`config.mk`:
```
export PLATFORM = sky130hd
export DESIGN_NAME = fdt_tx_scheduler
export DESIGN_NICKNAME = d
export VERILOG_FILES = /design/src/rtl/fdt_tx_scheduler.sv
export SDC_FILE = /design/constraint.sdc
export NUM_CORES = 1
export LEC_CHECK = 0
export BUFFER_PORTS_ARGS = -buffer_cell sky130_fd_sc_hd__buf_2
export CAP_MARGIN = 20
export CORE_MARGIN = 2
export CORE_UTILIZATION = 55
export CTS_CLUSTER_SIZE = 30
export DETAILED_ROUTE_END_ITERATION = 12
export PLACE_DENSITY_LB_ADDON = 0.12
export SETUP_SLACK_MARGIN = 0.05
export SLEW_MARGIN = 25
export SYNTH_ARGS = -nofsm -noshare
export SYNTH_HDL_FRONTEND = slang
export SYNTH_SLANG_ARGS = --single-unit
```
`constraint.sdc`:
```
create_clock -name clk -period 4.81 [get_ports clk]
set_input_delay 0.2405 -clock clk [delete_from_list [all_inputs] [get_ports clk]]
set_output_delay 0.2405 -clock clk [all_outputs]
set_load 0.01 [all_outputs]
```
`src/rtl/fdt_tx_scheduler.sv`:
```
// PICC transmit scheduler: holds the bit-serial response until the ISO 14443-2A
// FDT grid point after the last PCD frame, slipping 128-cycle slots up to N_MAX.
module fdt_tx_scheduler #(
  parameter int N_MIN      = 9,
  parameter int N_MAX      = 15,
  parameter int TX_LATENCY = 0,
  parameter int CNT_W      = 16
) (
  input  logic       clk,
  input  logic       rst,
  input  logic       rx_eof_i,
  input  logic       rx_last_bit_i,
  input  logic       app_data_i,
  input  logic       app_data_valid_i,
  input  logic       app_last_i,
  output logic       app_req_o,
  output logic       tx_data_o,
  output logic       tx_data_valid_o,
  input  logic       tx_req_i,
  output logic       busy_o,
  output logic [3:0] slot_n_o,
  output logic       tx_done_o,
  output logic       err_late_o,
  output logic       err_underrun_o
);

  typedef enum logic [1:0] {IDLE, WAIT_FDT, STREAM} state_t;

  state_t           state_q, state_d;
  logic [CNT_W-1:0] cnt_q, cnt_d;
  logic [CNT_W-1:0] target;
  logic [3:0]       slot_q, slot_d;
  logic             last_q, last_d;
  logic             done_q, done_d;
  logic             under_q, under_d;
  logic             match;

  assign target = CNT_W'({slot_q, 7'b0}) + (last_q ? CNT_W'(84) : CNT_W'(20))
                  - CNT_W'(TX_LATENCY);
  // cnt_q is 0 one cycle after rx_eof, so the grid cycle is where cnt_q == target-1
  assign match  = (cnt_q == target - CNT_W'(1));

  always_comb begin
    state_d         = state_q;
    cnt_d           = (&cnt_q) ? cnt_q : cnt_q + CNT_W'(1);
    slot_d          = slot_q;
    last_d          = last_q;
    done_d          = 1'b0;
    under_d         = 1'b0;
    err_late_o      = 1'b0;
    app_req_o       = 1'b0;
    tx_data_o       = 1'b0;
    tx_data_valid_o = 1'b0;

    case (state_q)
      IDLE: begin
        if (rx_eof_i) begin
          last_d  = rx_last_bit_i;
          slot_d  = 4'(N_MIN);
          cnt_d   = '0;
          state_d = WAIT_FDT;
        end
      end
      WAIT_FDT: begin
        if (match) begin
          tx_data_valid_o = app_data_valid_i;
          tx_data_o       = app_data_i;
          app_req_o       = tx_req_i && app_data_valid_i;
          if (app_data_valid_i) begin
            if (app_req_o && app_last_i) begin
              done_d  = 1'b1;
              state_d = IDLE;
            end else begin
              state_d = STREAM;
            end
          end else if (slot_q < 4'(N_MAX)) begin
            slot_d = slot_q + 4'd1;
          end else begin
            err_late_o = 1'b1;
            state_d    = IDLE;
          end
        end
        if (rx_eof_i) begin
          last_d     = rx_last_bit_i;
          slot_d     = 4'(N_MIN);
          cnt_d      = '0;
          done_d     = 1'b0;
          err_late_o = 1'b0;
          state_d    = WAIT_FDT;
        end
      end
      STREAM: begin
        tx_data_o       = app_data_i;
        tx_data_valid_o = app_data_valid_i;
        app_req_o       = tx_req_i && app_data_valid_i;
        if (!app_data_valid_i) begin
          under_d = 1'b1;
          state_d = IDLE;
        end else if (app_req_o && app_last_i) begin
          done_d  = 1'b1;
          state_d = IDLE;
        end
      end
      default: state_d = IDLE;
    endcase

    if (rst) err_late_o = 1'b0;
  end

  always_ff @(posedge clk) begin
    if (rst) begin
      state_q <= IDLE;
      cnt_q   <= '0;
      slot_q  <= 4'(N_MIN);
      last_q  <= 1'b0;
      done_q  <= 1'b0;
      under_q <= 1'b0;
    end else begin
      state_q <= state_d;
      cnt_q   <= cnt_d;
      slot_q  <= slot_d;
      last_q  <= last_d;
      done_q  <= done_d;
      under_q <= under_d;
    end
  end

  assign busy_o         = (state_q != IDLE);
  assign slot_n_o       = slot_q;
  assign tx_done_o      = done_q;
  assign err_underrun_o = under_q;

endmodule

```
# Yosys cells after proc, flatten, opt, wreduce, memory -nomap -nowiden
# Index checks and enable logic that the tools add are counted.
dict set report word_totals {
  register_bits 25
  input_bits 8
}
dict set report classes {
  addsub 4
  order_cmp 1
  eq_ne 9
  muxes 37
  n_bitwise 1
  n_reduce_logical 11
}
# cell count
set ops {}
lappend ops {{$mux W16} 3}
lappend ops {{$mux W4} 5}
lappend ops {{$add A16 B1 Y16 const B} 1}
lappend ops {{$eq A16 B16 Y1} 1}
lappend ops {{$mux W2} 8}
lappend ops {{$reduce_and A16 Y1} 1}
lappend ops {{$mux W1} 14}
lappend ops {{$sub A12 B1 Y13 const B} 1}
lappend ops {{$add A11 B7 Y12} 1}
lappend ops {{$ne A3 B3 Y1 const B} 4}
lappend ops {{$pmux W1 S2} 4}
lappend ops {{$pmux W4 S2} 1}
lappend ops {{$mux W7} 1}
lappend ops {{$pmux W2 S3} 1}
lappend ops {{$reduce_and A5 Y1} 1}
lappend ops {{$add A4 B1 Y4 const B} 1}
lappend ops {{$lt A4 B4 Y1 const B} 1}
lappend ops {{$ne A4 B4 Y1 const B} 1}
lappend ops {{$reduce_and A4 Y1} 1}
lappend ops {{$reduce_bool A2 Y1} 2}
lappend ops {{$reduce_or A2 Y1} 2}
lappend ops {{$eq A2 B1 Y1 const B} 1}
lappend ops {{$eq A2 B2 Y1 const B} 1}
lappend ops {{$logic_and A1 B1 Y1} 2}
lappend ops {{other kinds (4)} 4}

# Logic depth before layout (Yosys ltp)
dict set report logic_depth {
  depth_word 8
  ltp_mapped 8
}

# Least setup slack after synthesis
# OpenSTA, ideal clock, no wires.
dict set report synth_timing {
  path_type {register to output}
  startpoint {register cnt_q[0]}
  endpoint {output app_req_o}
  arrival_time_ps 1919
  required_ps 4569
  setup_slack_ps 2651
  stages_incl_launch_ff 7
  path_buffers 0
  cell_sequence {dfxtp_1 -> ha_1 -> nor4b_2 -> nand3b_1 -> nor4_1 -> a21oi_1 -> nor3b_1}
}
dict set report synth_between {
  elab_chain_len 3
}
# element line_no
set synth_rtl {}
lappend synth_rtl {{start, declared} 30} ;# logic [CNT_W-1:0] cnt_q, cnt_d;
lappend synth_rtl {{start signal, assigned} 120} ;# cnt_q <= cnt_d;
lappend synth_rtl {{$eq A16 B16 Y1} 41} ;# assign match = (cnt_q == target - CNT_W'(1));
lappend synth_rtl {{$mux W1} 65} ;# if (match) begin
lappend synth_rtl {{$pmux W1 S2} 55} ;# case (state_q)
lappend synth_rtl {{end, declared} 16} ;# output logic app_req_o,
# Every way passes these cells.

# Worst setup path after layout
# Same ends and word-level chain as after synthesis.

==> impl_metrics.toml <==
[floorplanning]
row_count = 18
core_sq_mm = 0.00250
start_util_pct = 58.8
fp.dieArea_sq_mm = 0.00310
die-height_um = 55.7
io-pin-count = 19
fp.dieW_um = 55.7

[timing]
setup_viol = 0
finalCriticalPeriod_ns = 2.88
max_slew_margin_pct = 47.3
tightest_slew_ns = 0.783
fin_hold_ws_ns = 0.158
fin_setup_tns_ns = 0
fin_worst_skew_ns = 0.00150
slew_viol_final = 0
hold_viol_final = 0
rsz0062_at_grt = "false"
fin_crit_sh_pct = 59.8
max_freq_mhz = 347

[grt]
antenna_found_initial = 0
grt_pass1_wl_mm = 5.35
gr-total-overflow = 0
grt_max_degree = 21
first_global_vias = 1218
grt_usage_pct = 20.5

[detailed_routing]
first_pass_iters = 4
via_per_inst = 6.23
drtIter0Drc = 41
vias = 1371
remaining_drc_errors = 0
wirelength_mm = 3.06
wl_per_cell_um = 13.9
antenna_left = 0

[min_path]
hold_class = "input pin to flop"
hold_end = "last_q"
hold_depth = 3
hp-start = "rx_last_bit_i"

[final_layout]
fillers = 237
area_delta_synth_final_pct = 6.89
stdcell_area_sq_mm = 0.00157
multiInputGateArea_sq_um = 891
fin_cells = 220
finalNetCount = 204
mostFrequentLayoutCells = "dfxtp_1 (25), nor2_1 (20), buf_2 (18), nand2_1 (12), nand3_1 (10)"
drive_gt1_share_pct = 15.3
final_common_cell = "dfxtp_1"
n_antenna_cell = 0
regArea_sq_um = 500

[cts]
cts_resized = 0
tritoncts = "built"
clk_latency_ns = 0.32
post-cts-setup-buffer-count = 0
cts_sinks = 25
cts_inserted_buffers = 3
cts_root_buf = "clkbuf_4"
clockBufferDepth = 2
ctsHoldBuffers = 0
cts_max_level = 1
clkTransAtPathRegs_ns = 0.14

[logic_synthesis]
syn_nets = 189
synth_cells = 176
synth_seq_cells = 25
syn_area_sq_mm = 0.00147
yosysWarnings = 0
ys_types = 43
avgSynthCellArea_sq_um = 8.35
seq_area_frac_synth_pct = 34.0

[place]
dp_hpwl_mm = 2.30
numPortBuffers = 18
place_inst = 216
placed_area_sq_mm = 0.00154
finalWeightedCongestion = 0.838

[power_and_ir_drop]
p_switching_uw = 86.5
power.density_mw_per_mm2 = 216
p_leak_uw = 0.000558
switching_share_pct = 25.5
internal_power_uw = 253
seqPwrFrac_pct = 62.6
p_comb_share_pct = 8.6
ir_worst_vdd_mv = 0.145
clockPowerShare_pct = 28.8

[worst_setup_path]
ff2ff_setup_slack_ns = 2.59
cp.required_ns = 4.57
worst-setup-path-type = "flop to output pin"
reg2regPathDepth = 6
critPathMaxFanout = 5
reg2reg_from = "cnt_q[0]"
end_kind = "output pin"
worstReg2RegEnd = "state_q[1]"
critical-path-max-stage-delay_ns = 0.71
arrival_ns = 2.64
startpoint = "cnt_q[0]"
crit_chain = "ha_1, nor4b_2, nand3b_1, nor4_1, a21oi_1, nor3b_1, buf_2"
crit_path_top_delay_cell = "nor4_1"
worstSetupStartpointType = "flop"

[flow_run]
maxCapViolCount = 0

[outcome]
status = "finished clean"
-- flip-flops by register name, summed over array words and instances, names as in the netlist --
signal	flops
slot_n_o	4
cnt_q	16
tx_done_o	1
last_q	1
err_underrun_o	1
state_q	2
-- how the worst max path moves through the flow --
stage | end | slack (ns)
final | app_req_o | 1.93
after global routing | app_req_o | 1.55
after CTS | app_req_o | 1.90
after detailed placement | app_req_o | 2.30
after global placement | app_req_o | 2.40
after floorplan | app_req_o | 2.65
-- routing by layer --
metal	global-route usage, %	up-vias	share of wire, %	wire [um]
li1	-	677	-	-
met2	31.5	55	44	1350
met1	29.9	632	48	1460
met3	2.33	7	6.7	206
met4	6.27	0	1.2	37
met5	0	-	0	0
-- metrics by stage --
step / setup slack [ns] / util (%) / total power, uW
global route: 1.55 / 62.9 / 353
floorplan: 2.65 / - / 240
detailed placement: 2.30 / 61.7 / 246
global placement: 2.40 / 61.7 / 245
finish: 1.93 / 62.9 / 339
CTS: 1.90 / 62.9 / 342
-- Yosys cell counts (all sizes together) --
cell type	count	area (sq um)
nor4	4	25.0
nor3	8	40.0
mux2i	4	40.0
a311oi	1	8.76
nor4bb	1	10.0
and2	2	15.0
xnor2	9	78.8
mux2	1	11.3
dfxtp	25	500
clkbuf	5	18.8
and2b	2	16.3
o2111ai	1	8.76
or4	1	11.3
nand2b	1	6.26
nand4b	1	8.76
xor2	3	26.3
o211ai	1	7.51
a41oi	1	8.76
o31a	1	8.76
buf	3	37.5
and4	3	27.5
o31ai	2	15.0
a31oi	8	50.1
nor2	20	75.1
o32ai	1	8.76
ha	5	62.6
and3	4	25.0
a21oi	8	40.0
a21boi	2	15.0
nand2	12	45.0
nor3b	2	15.0
nor4b	1	15.0
inv	6	22.5
nand3	10	50.1
nand4	8	50.1
o211a	1	10.0
o21ai	2	10.0
nand3b	1	7.51
or2b	1	7.51
a211oi	4	30.0
-- worst max-delay path, delay by kind of cell (launching register included) --
family,cells,cell delay [ns]
AND/OR/NAND/NOR,4,1.27
buffers and inverters,1,0.15
flip-flops,1,0.41
AO/OA/AOI/OAI,1,0.22
adder cells (fa/ha/maj),1,0.25
-- final cells by class --
| type | count | share of cell area, % |
|---|---|---|
| clock buffer | 3 | 1.43 |
| clock inverter | 1 | 0.478 |
| inverter | 6 | 1.43 |
| multi-input combinational | 137 | 56.7 |
| sequential | 25 | 31.8 |
| tap | 30 | 2.39 |
| timing repair buffer | 18 | 5.73 |
-- logic make-up after synthesis --
logic type	synth area share [%]
AO/OA/AOI/OAI	15.1
XOR/XNOR	7.15
adder cells (fa/ha/maj)	4.26
buffers and inverters	5.36
flip-flops	34.0
multiplexers	3.49
AND/OR/NAND/NOR	30.6
-- power groups by stage --
stage | sequential (uW) | combinational [uW] | clock [uW]
after CTS | 212 | 29.4 | 100
final | 213 | 29.2 | 97.6
after floorplan | 216 | 23.4 | 0
after global routing | 213 | 32.8 | 107
after global placement | 217 | 28.3 | 0
after detailed placement | 217 | 29.4 | 0
No activity file was read; power rests on OpenSTA's default activity.
